[src/rtl/ctrl_pkg.sv]
// Shared encodings for the multicycle ARM controller: states, mux selects, ALU ops, cond codes.
package ctrl_pkg;

  typedef enum logic [3:0] {
    FETCH  = 4'd0,
    DECODE = 4'd1,
    MEMADR = 4'd2,
    MEMRD  = 4'd3,
    MEMWB  = 4'd4,
    MEMWR  = 4'd5,
    EXECR  = 4'd6,
    EXECI  = 4'd7,
    ALUWB  = 4'd8,
    BRANCH = 4'd9
  } state_e;

  localparam int unsigned INSTR_W = 20;

  localparam logic [1:0] OP_DP    = 2'b00;
  localparam logic [1:0] OP_MEM   = 2'b01;
  localparam logic [1:0] OP_BR    = 2'b10;

  localparam logic [1:0] ALU_ADD  = 2'b00;
  localparam logic [1:0] ALU_SUB  = 2'b01;
  localparam logic [1:0] ALU_AND  = 2'b10;
  localparam logic [1:0] ALU_ORR  = 2'b11;

  localparam logic [1:0] RES_ALUOUT    = 2'b00;
  localparam logic [1:0] RES_DATA      = 2'b01;
  localparam logic [1:0] RES_ALURESULT = 2'b10;

  localparam logic [1:0] SRCB_RD2    = 2'b00;
  localparam logic [1:0] SRCB_EXTIMM = 2'b01;
  localparam logic [1:0] SRCB_FOUR   = 2'b10;

  localparam logic [3:0] COND_EQ = 4'h0, COND_NE = 4'h1, COND_CS = 4'h2, COND_CC = 4'h3;
  localparam logic [3:0] COND_MI = 4'h4, COND_PL = 4'h5, COND_VS = 4'h6, COND_VC = 4'h7;
  localparam logic [3:0] COND_HI = 4'h8, COND_LS = 4'h9, COND_GE = 4'hA, COND_LT = 4'hB;
  localparam logic [3:0] COND_GT = 4'hC, COND_LE = 4'hD, COND_AL = 4'hE;

  // Map the data-processing cmd field to an ALU op; unknown commands fall back to ADD.
  function automatic logic [1:0] alu_decode(input logic [3:0] cmd);
    case (cmd)
      4'b0100: alu_decode = ALU_ADD;
      4'b0010: alu_decode = ALU_SUB;
      4'b0000: alu_decode = ALU_AND;
      4'b1100: alu_decode = ALU_ORR;
      default: alu_decode = ALU_ADD;
    endcase
  endfunction

endpackage

[src/rtl/cond_check.sv]
// ARM condition-code evaluation against the NZCV flags.
module cond_check
  import ctrl_pkg::*;
(
  input  logic [3:0] cond_i,
  input  logic [3:0] nzcv_i,
  output logic       ok_o
);

  logic n, z, c, v;
  assign {n, z, c, v} = nzcv_i;

  // Evaluate the condition; the never-code is treated as always.
  always_comb begin
    ok_o = 1'b1;
    case (cond_i)
      COND_EQ: ok_o = z;
      COND_NE: ok_o = ~z;
      COND_CS: ok_o = c;
      COND_CC: ok_o = ~c;
      COND_MI: ok_o = n;
      COND_PL: ok_o = ~n;
      COND_VS: ok_o = v;
      COND_VC: ok_o = ~v;
      COND_HI: ok_o = c & ~z;
      COND_LS: ok_o = ~c | z;
      COND_GE: ok_o = (n == v);
      COND_LT: ok_o = (n != v);
      COND_GT: ok_o = ~z & (n == v);
      COND_LE: ok_o = z | (n != v);
      default: ok_o = 1'b1;
    endcase
  end

endmodule

[src/rtl/multicycle_controller.sv]
// Multicycle ARM sequencing controller: Moore FSM, NZCV flags, condition gating of writes.
module multicycle_controller
  import ctrl_pkg::*;
(
  input  logic               clk,
  input  logic               reset,
  input  logic [INSTR_W-1:0] instr,
  input  logic [3:0]         alu_flags,
  output logic               pcwrite,
  output logic               adrsrc,
  output logic               memwrite,
  output logic               irwrite,
  output logic               regwrite,
  output logic [1:0]         resultsrc,
  output logic               alusrca,
  output logic [1:0]         alusrcb,
  output logic [1:0]         alucontrol,
  output logic [1:0]         immsrc,
  output logic [1:0]         regsrc
);

  state_e     state_q, state_d;
  logic [3:0] flags_q, flags_d;
  logic       cond_ok_q, cond_ok_d;
  logic       cond_ok_c;

  logic [3:0] cond;
  logic [1:0] op;
  logic [5:0] funct;
  logic [3:0] rd;
  logic [1:0] alu_op;
  logic       unused_rn;

  assign cond      = instr[19:16];
  assign op        = instr[15:14];
  assign funct     = instr[13:8];
  assign rd        = instr[3:0];
  assign alu_op    = alu_decode(funct[4:1]);
  assign unused_rn = ^instr[7:4];

  cond_check u_cond_check (
    .cond_i (cond),
    .nzcv_i (flags_q),
    .ok_o   (cond_ok_c)
  );

  // State, flags and frozen condition result.
  always_ff @(posedge clk or posedge reset) begin
    if (reset) begin
      state_q   <= FETCH;
      flags_q   <= 4'b0000;
      cond_ok_q <= 1'b0;
    end else begin
      state_q   <= state_d;
      flags_q   <= flags_d;
      cond_ok_q <= cond_ok_d;
    end
  end

  // Next state, flag/condition updates and per-state datapath controls.
  always_comb begin
    state_d    = state_q;
    flags_d    = flags_q;
    cond_ok_d  = cond_ok_q;
    pcwrite    = 1'b0;
    adrsrc     = 1'b0;
    memwrite   = 1'b0;
    irwrite    = 1'b0;
    regwrite   = 1'b0;
    resultsrc  = RES_ALUOUT;
    alusrca    = 1'b0;
    alusrcb    = SRCB_RD2;
    alucontrol = ALU_ADD;
    immsrc     = op;
    regsrc     = {op == OP_MEM, op == OP_BR};

    case (state_q)
      FETCH: begin
        alusrca   = 1'b1;
        alusrcb   = SRCB_FOUR;
        resultsrc = RES_ALURESULT;
        irwrite   = 1'b1;
        pcwrite   = 1'b1;
        state_d   = DECODE;
      end
      DECODE: begin
        alusrca   = 1'b1;
        alusrcb   = SRCB_FOUR;
        resultsrc = RES_ALURESULT;
        cond_ok_d = cond_ok_c;
        case (op)
          OP_DP:   state_d = funct[5] ? EXECI : EXECR;
          OP_MEM:  state_d = MEMADR;
          OP_BR:   state_d = BRANCH;
          default: state_d = FETCH;
        endcase
      end
      MEMADR: begin
        alusrcb = SRCB_EXTIMM;
        state_d = funct[0] ? MEMRD : MEMWR;
      end
      MEMRD: begin
        adrsrc  = 1'b1;
        state_d = MEMWB;
      end
      MEMWB: begin
        resultsrc = RES_DATA;
        regwrite  = cond_ok_q;
        state_d   = FETCH;
      end
      MEMWR: begin
        adrsrc   = 1'b1;
        memwrite = cond_ok_q;
        state_d  = FETCH;
      end
      EXECR, EXECI: begin
        alusrcb    = (state_q == EXECI) ? SRCB_EXTIMM : SRCB_RD2;
        alucontrol = alu_op;
        if (funct[0] && cond_ok_q) begin
          flags_d[3:2] = alu_flags[3:2];
          // Logical ops leave carry and overflow untouched.
          if (alu_op == ALU_ADD || alu_op == ALU_SUB) flags_d[1:0] = alu_flags[1:0];
        end
        state_d = ALUWB;
      end
      ALUWB: begin
        regwrite = cond_ok_q;
        pcwrite  = cond_ok_q & (rd == 4'hF);
        state_d  = FETCH;
      end
      BRANCH: begin
        alusrcb   = SRCB_EXTIMM;
        resultsrc = RES_ALURESULT;
        pcwrite   = cond_ok_q;
        state_d   = FETCH;
      end
      default: state_d = FETCH;
    endcase

    // No architectural write can leak out while reset is held.
    if (reset) begin
      pcwrite  = 1'b0;
      memwrite = 1'b0;
      irwrite  = 1'b0;
      regwrite = 1'b0;
    end
  end

endmodule

[config.mk]
export PLATFORM = sky130hd
export DESIGN_NAME = multicycle_controller
export DESIGN_NICKNAME = d
export VERILOG_FILES = /design/src/rtl/ctrl_pkg.sv /design/src/rtl/cond_check.sv /design/src/rtl/multicycle_controller.sv
export SDC_FILE = /design/constraint.sdc
export NUM_CORES = 1
export LEC_CHECK = 0
export CAP_MARGIN = 20
export CORE_MARGIN = 2
export CORE_UTILIZATION = 35
export DETAILED_ROUTE_END_ITERATION = 6
export PLACE_DENSITY = 0.7
export SLEW_MARGIN = 10
export SYNTH_ARGS = -nofsm -noshare
export SYNTH_HDL_FRONTEND = slang
export SYNTH_SLANG_ARGS = --single-unit
[constraint.sdc]
create_clock -name clk -period 3.5 [get_ports clk]
set_input_delay 0.525 -clock clk [delete_from_list [all_inputs] [get_ports clk]]
set_output_delay 0.525 -clock clk [all_outputs]
set_load 0.01 [all_outputs]
==> results of run 1 <==
-- sequential cells by signal, summed over array words and instances, names as in the netlist --
| register | cells |
|---|---|
| cond_ok_q | 1 |
| state_q | 4 |
| flags_q | 4 |
-- stage by stage --
step           hold slack, ps  setup slack (ps)  instance area [sq um]  total power, W  cells
2_1_floorplan             361              1680                    882        0.000595    101
3_3_place_gp              557               802                   1220        0.000748    159
3_5_place_dp              557               778                   1220        0.000761    159
4_1_cts                   577               769                   1250        0.000844    163
5_1_grt                   598               634                   1250        0.000911    163
6_report                  573               785                   1250        0.000830    163
-- how the worst max path moves through the flow --
| stage | startpoint | end | slack [ps] | cells past startpoint |
|---|---|---|---|---|
| 2_1_floorplan | reset | regwrite | 1680 | 3 |
| 3_3_place_gp | reset | pcwrite | 800 | 7 |
| 3_5_place_dp | reset | pcwrite | 780 | 7 |
| 4_1_cts | reset | pcwrite | 770 | 7 |
| 5_1_grt | reset | pcwrite | 630 | 7 |
| 6_report | reset | regwrite | 780 | 6 |
-- layout make-up --
cell class	instances	area [sq um]	area share, %
tap	30	37.5	3.01
timing repair buffer	38	378	30.3
inverter	3	11.3	0.903
clock buffer	4	26.3	2.11
sequential	9	225	18.1
multi-input combinational	79	569	45.6
-- power groups by stage --
| stage | logic (W) | registers [W] | clock network (W) |
|---|---|---|---|
| after floorplan | 0.000414 | 0.000181 | 0 |
| after global placement | 0.000480 | 0.000268 | 0 |
| after detailed placement | 0.000490 | 0.000271 | 0 |
| after CTS | 0.000491 | 0.000270 | 0.0000832 |
| after global routing | 0.000534 | 0.000284 | 0.0000922 |
| final | 0.000484 | 0.000267 | 0.0000792 |
-- critical path, cell delays in order --
cell and delay [ps]:
clkdlybuf4s50_1 460, inv_1 80, buf_4 170, nand2_1 100, nor4_1 260, clkdlybuf4s50_1 590
-- cell families after synthesis --
| family | count (synthesis) | synth area share [%] |
|---|---|---|
| AND/OR/NAND/NOR | 51 | 37.7 |
| flip-flops | 9 | 25.5 |
| multiplexers | 5 | 7.09 |
| AO/OA/AOI/OAI | 18 | 14.8 |
| buffers and inverters | 13 | 9.93 |
| XOR/XNOR | 5 | 4.96 |
-- cells in the mapped netlist (all sizes together) (2+ instances only) --
library cell   n  area share, %
a31oi          2            1.4
mux2           4            6.0
inv            2           0.85
nand2b         5            3.5
xnor2          4            4.0
nor4b          2            3.7
nor2b          3            2.1
nand2          8            3.4
nand3b         2            3.1
buf           10            8.7
nand3          2            1.1
nor2          11            5.5
nor4           5            5.2
a21oi          6            3.4
nor3b          2            1.7
nor3           6            3.4
a211oi         2            1.7
dfrtp          9             26
-- metal layers --
metal | wire length, um | GRT usage [%] | up-vias
li1 | - | - | 427
met1 | 778 | 16.5 | 386
met2 | 1050 | 26.9 | 26
met3 | 121 | 4.17 | 2
met4 | 10 | 3.75 | 0
met5 | 0 | 0 | -
==> flow_summary.toml, run 1 <==
[run_status]
status = "finished, final reports clean"

[final_layout]
drive_gt1_share_pct = 11.3
nets = 160
final_common_cell = "clkdlybuf4s50_1"
n_antenna_cell = 0
syn_to_final_growth_pct = 41.4
utilization_pct = 51.3
final_cell_mix = "clkdlybuf4s50_1, nor2_1, dfrtp_1, nand2_1"
nFillCells = 233

[clock_tree]
cts_buffer_depth = 2
cts_resized = 0
numCtsBuffers = 3
clk_pin_slew_worst_paths_ps = 60
ctsHoldBuffers = 0
tritoncts = "yes"
cts_root_buf = "clkbuf_4"
cts.sinks = 9
postCtsSetupRepairBufs = 0
clock_latency_ps = 250
h-tree-depth = 1

[logic_synthesis]
postSynthCellCount = 101
syn_avg_cell_area_sq_um = 8.73
synth-edff-count = 0
ys.warnings.count = 0
synth_cell_types = 41
ys.flop_type = "dfrtp_1"
syn_area_sq_um = 882
synth_seq_area_share_pct = 25.5
async_reset_ff_share_pct = 100
ys_seq_elements = 9
syn_nets = 127

[sta]
clock_skew_ps = 0.543
drv_slew = 0
timing.final.crit_period_ps = 2720
worst_pin_slew_ps = 660
setup_tns_ps = 0
fin_crit_sh_pct = 77.6
finalSetupViolations = 0
hold_viol = 0
rsz0062_at_grt = "false"
maxSlewHeadroom_pct = 56.0
fmax_mhz = 368

[setup_path]
path_class = "in -> out"
rr_worst_depth = 4
worstSetupStartpointType = "input pin"
crit_arrival_ps = 2190
end_kind = "output port"
rr_startpoint = "state_q[1]"
required_ps = 2970
path_max_fanout = 10
timing.rr.end = "flags_q[1]"
r2r_slack_ps = 1780

[flow_run]
cap_viol_max_count = 0

[placed_design]
numPortBuffers = 37
dp_hpwl_um = 1630
gp_congestion = 0.693

[global_route]
grt_usage_pct = 14.7
grt_pass1_vias = 762
grt_pass1_wl_um = 3110
overflow = 0
antenna_found_initial = 0
grt_max_degree = 18

[floorplan]
ios = 42
die_area_sq_mm = 0.00294
die_h_um = 54.2
row_count = 18
core_sq_mm = 0.00243
die_w_um = 54.2
start_util_pct = 36.3

[power_and_ir_drop]
leakagePower_nw = 0.501
p_int_w = 0.000485
swShare_pct = 41.6
comb_power_share_pct = 58.3
p_sw_w = 0.000345
ir_drop_uv = 336
p_per_area_mw_per_mm2 = 665
seqPwrFrac_pct = 32.1
clkPwrFrac_pct = 9.5

[worst_hold_path]
hp-start = "flags_q[1]"
worstHoldPathType = "reg -> reg"
min_path_cells = 1
min_to = "flags_q[1]"

[routing]
drtPass1Iterations = 6
wl_um = 1960
route.detailed.drc = 0
viasPerCell = 5.16
wl_per_cell_um = 12.0
postRouteAntennaNets = 0
route.vias.total = 841
initialDrtViolationCount = 11
Note: power is estimated with default switching activity, not from simulation.
==> run 2, diff against run 1 <==
==> constraint.sdc (replaced) <==
create_clock -name clk -period 2.6 [get_ports clk]
set_input_delay 0.39 -clock clk [delete_from_list [all_inputs] [get_ports clk]]
set_output_delay 0.39 -clock clk [all_outputs]
set_load 0.01 [all_outputs]
==> flow_summary.toml, run 2 (synthesized netlist as in run 1, its figures left out) <==
[floorplan]
die_h_um = 54.2
row_count = 18
core_sq_mm = 0.00243
die_w_um = 54.2
ios = 42
die_area_sq_mm = 0.00294
start_util_pct = 36.3

[routing]
route.vias.total = 838
wl_um = 2040
postRouteAntennaNets = 0
viasPerCell = 5.11
drtPass1Iterations = 3
initialDrtViolationCount = 7
route.detailed.drc = 0
wl_per_cell_um = 12.5

[sta]
worst_pin_slew_ps = 437
clock_skew_ps = 2.41
maxSlewHeadroom_pct = 70.9
rsz0062_at_grt = "false"
fmax_mhz = 414
timing.final.crit_period_ps = 2420
setup_tns_ps = 0
hold_viol = 0
fin_crit_sh_pct = 92.9
finalSetupViolations = 0
drv_slew = 0

[final_layout]
largestRegisters = "flags_q: 4 flops, state_q: 4 flops, cond_ok_q: 1 flops"
nFillCells = 254
utilization_pct = 51.7
nets = 161
drive_gt1_share_pct = 12.7
final_cell_mix = "clkdlybuf4s50_1, nor2_1, dfrtp_1, nand2_1"
multi_input_area_sq_um = 569
syn_to_final_growth_pct = 42.7
n_antenna_cell = 0
final_common_cell = "clkdlybuf4s50_1"
ff_latch_area_sq_um = 225

[global_route]
grt_max_degree = 12
grt_pass1_wl_um = 3370
grt_usage_pct = 15.3
overflow = 0
grt_pass1_vias = 785
antenna_found_initial = 0

[setup_path]
path_max_fanout = 9
path_class = "reg -> out"
crit_arrival_ps = 2030
rr_startpoint = "state_q[1]"
required_ps = 2210
rr_worst_depth = 4
worstSetupStartpointType = "register"
end_kind = "output port"
r2r_slack_ps = 1070
timing.rr.end = "flags_q[1]"

[power_and_ir_drop]
p_per_area_mw_per_mm2 = 908
ir_drop_uv = 424
leakagePower_nw = 0.505

[placed_design]
dp_hpwl_um = 1690
numPortBuffers = 37
gp_congestion = 0.701

[clock_tree]
numCtsBuffers = 3
cts.sinks = 9
cts_buffer_depth = 2
cts_root_buf = "clkbuf_4"
postCtsSetupRepairBufs = 0
ctsHoldBuffers = 0
clock_latency_ps = 250
tritoncts = "yes"
h-tree-depth = 1
clk_pin_slew_worst_paths_ps = 60

[run_status]
status = "finished, final reports clean"

[flow_run]
cap_viol_max_count = 0

[worst_hold_path]
worstHoldPathType = "in -> async"
==> run 2: cell types whose count changed in the layout (fill, tap and decap cells not counted), sizes merged <==
cell and change:
clkinv -1, clkinvlp +1, buf +1
==> run 2: worst max path at each step <==
stage	from	to	slack, ps	depth (start not counted)
after global placement	reset	pcwrite	350	6
after floorplan	state_q[2]	pcwrite	970	5
final	state_q[0]	memwrite	180	3
after CTS	state_q[0]	memwrite	140	3
after global routing	state_q[0]	memwrite	10	3
after detailed placement	reset	regwrite	330	5
==> run 2: worst max-delay path, cell delays in order (launching register included) <==
cell and delay [ps]:
dfrtp_1 560, clkinvlp_4 280, nor4_1 330, clkdlybuf4s50_1 600
==> run 2: layout make-up <==
cell class	count	area share, %
multi-input combinational	79	45.2
timing repair buffer	39	30.6
inverter	3	1.19
sequential	9	17.9
clock buffer	4	2.09
tap	30	2.98
==> run 2: metrics by stage <==
step | worst slack, ps | total power (W) | hold slack [ps] | cells | instance area, sq um
6_report | 185 | 0.00114 | 530 | 164 | 1260
5_1_grt | 9.66 | 0.00125 | 563 | 164 | 1260
4_1_cts | 137 | 0.00115 | 534 | 164 | 1250
3_5_place_dp | 331 | 0.00104 | 566 | 160 | 1230
3_3_place_gp | 348 | 0.00102 | 555 | 160 | 1230
2_1_floorplan | 966 | 0.000802 | 226 | 101 | 882
==> run 2: where the power goes <==
part | leakage [nW] | total, W | switching [W] | internal (W)
sequential | 0.116 | 0.000350 | 0.000146 | 0.000203
clock | 0.0150 | 0.000106 | 0.0000469 | 0.0000590
combinational | 0.374 | 0.000688 | 0.000286 | 0.000402
==> run 2: repair_timing <==
item | 4_1_cts | 5_1_grt
resized for setup | 0 | 1
endpoints found under the setup margin | 0 | 1
endpoints found under the hold margin | 0 | 0
==> run 2: metal layers <==
metal	share of wire, %	vias to the layer above	track usage, %
met5	0	-	0
met3	7.9	2	2.78
met1	39	382	18.8
li1	-	428	-
met4	0.34	0	2.50
met2	52	26	27.9
==> run 3, diff against run 2 <==
--- a/config.mk
+++ b/config.mk
@@ -6,9 +6,10 @@
 export NUM_CORES = 1
 export LEC_CHECK = 0
 export CAP_MARGIN = 20
-export CORE_MARGIN = 2
+export CORE_MARGIN = 5
 export CORE_UTILIZATION = 35
 export DETAILED_ROUTE_END_ITERATION = 6
+export GPL_TIMING_DRIVEN = 0
 export PLACE_DENSITY = 0.7
 export SLEW_MARGIN = 10
 export SYNTH_ARGS = -nofsm -noshare
==> flow_summary.toml, run 3 (synthesized netlist as in run 1, its figures left out) <==
[run_status]
status = "finished, final reports clean"

[global_route]
antenna_found_initial = 0
grt_pass1_vias = 905
grt_pass1_wl_um = 3920
overflow = 0
grt_usage_pct = 14.2
grt_max_degree = 11

[final_layout]
syn_to_final_growth_pct = 48.4
drive_gt1_share_pct = 19.1
n_antenna_cell = 0
nets = 168
nFillCells = 243
largestRegisters = "flags_q: 4 flops, state_q: 4 flops, cond_ok_q: 1 flops"
final_cell_mix = "clkdlybuf4s50_1, nor2_1, dfrtp_1, nand2_1"
final_common_cell = "clkdlybuf4s50_1"
utilization_pct = 53.3

[routing]
initialDrtViolationCount = 22
postRouteAntennaNets = 0
viasPerCell = 5.09
wl_um = 2360
route.detailed.drc = 0
route.vias.total = 871
wl_per_cell_um = 13.8
drtPass1Iterations = 4

[power_and_ir_drop]
ir_drop_uv = 530
comb_power_share_pct = 69.5
swShare_pct = 41.6
clkPwrFrac_pct = 9.0
p_per_area_mw_per_mm2 = 925
leakagePower_nw = 0.542
p_sw_w = 0.000503
seqPwrFrac_pct = 21.5
p_int_w = 0.000707

[sta]
clock_skew_ps = 9.46
hold_viol = 0
fin_crit_sh_pct = 92.0
finalSetupViolations = 0
worst_pin_slew_ps = 302
fmax_mhz = 418
setup_slack_ps = 208
timing.final.crit_period_ps = 2390
drv_slew = 0
rsz0062_at_grt = "false"
maxSlewHeadroom_pct = 79.5

[floorplan]
start_util_pct = 35.9
row_count = 18
ios = 42
die_w_um = 60.2
core_sq_mm = 0.00245
die_h_um = 60.2
die_area_sq_mm = 0.00362

[setup_path]
rr_worst_depth = 5
cp_slowest_cell = "clkdlybuf4s50_1"
path_cells = "clkdlybuf4s50_1 -> clkinvlp_4 -> nand2_1 -> nor3_1 -> a31o_1 -> clkdlybuf4s50_1"
crit_cells = 6
end_kind = "output port"
path_buf_inv = 3
crit_top_cell = "clkdlybuf4s50_1"
crit_family = "buffers and inverters"
slowest_delay_ps = 580
worstSetupStartpointType = "input pin"
crit_arrival_ps = 2000
path_class = "in -> out"
required_ps = 2210
path_max_fanout = 3

[worst_hold_path]
min_path_cells = 3
worstHoldPathType = "in -> reg"

[clock_tree]
cts_buffer_depth = 2
h-tree-depth = 1
ctsHoldBuffers = 0
numCtsBuffers = 3
tritoncts = "yes"
clk_pin_slew_worst_paths_ps = 70
clock_latency_ps = 260
cts.sinks = 9
cts_root_buf = "clkbuf_4"

[placed_design]
gp_congestion = 0.750
dp_slack_ps = -11.4
numPortBuffers = 35
dp_hpwl_um = 1900

[flow_run]
cap_viol_max_count = 0
==> run 3: final timing paths <==
kind	start	end	slack, ps
setup / recovery	reset	pcwrite	210
max in group asynchronous	reset	state_q[1]	1870
hold / removal	instr[19]	cond_ok_q	470
min in group asynchronous	reset	state_q[3]	580
hold reg to reg	cond_ok_q	cond_ok_q	580
setup reg to reg	state_q[3]	flags_q[1]	1160
==> run 3: area by class of cell <==
| type | instances | area, sq um | area share (%) |
|---|---|---|---|
| clock inverter | 1 | 5.00 | 0.382 |
| inverter | 3 | 15.0 | 1.15 |
| sequential | 9 | 225 | 17.2 |
| clock buffer | 3 | 22.5 | 1.72 |
| timing repair buffer | 36 | 358 | 27.3 |
| multi-input combinational | 79 | 569 | 43.5 |
| tap | 30 | 37.5 | 2.87 |
| buffer | 10 | 76.3 | 5.83 |
==> run 3: worst reg2reg max path, cell delays in order, from the launching register on <==
cell      delay, ps
dfrtp_1         380
buf_6           140
nand3b_4        190
nor2_4          170
o31a_4          170
mux2_4          290
==> run 3: per-layer routing <==
layer / vias up / global-route usage [%] / routed length (um)
li1: 439 / - / -
met1: 402 / 14.8 / 948
met2: 28 / 27.9 / 1240
met3: 2 / 3.46 / 160
met4: 0 / 2.85 / 12
met5: - / 0 / 0
==> run 3: repair_timing <==
item	4_1_cts	5_1_grt
endpoints found under the hold margin	0	0
buffers inserted	1	0
resized for setup	1	0
endpoints found under the setup margin	1	0
==> run 3: through the flow <==
stage	hold WS (ps)	total power, W	cell area, sq um	setup TNS, ps	instances
floorplan	226	0.000802	882	0	101
global placement	558	0.00108	1270	0	166
detailed placement	572	0.00111	1270	-11.4	166
CTS	459	0.00122	1310	0	171
global route	472	0.00131	1310	0	171
finish	469	0.00121	1310	0	171
==> run 3: power by group through the flow <==
stage / combinational [W] / clock [W] / sequential [W]
finish: 0.000841 / 0.000108 / 0.000261
global route: 0.000921 / 0.000122 / 0.000271
CTS: 0.000850 / 0.000112 / 0.000260
detailed placement: 0.000848 / 0 / 0.000262
global placement: 0.000822 / 0 / 0.000258
floorplan: 0.000557 / 0 / 0.000244
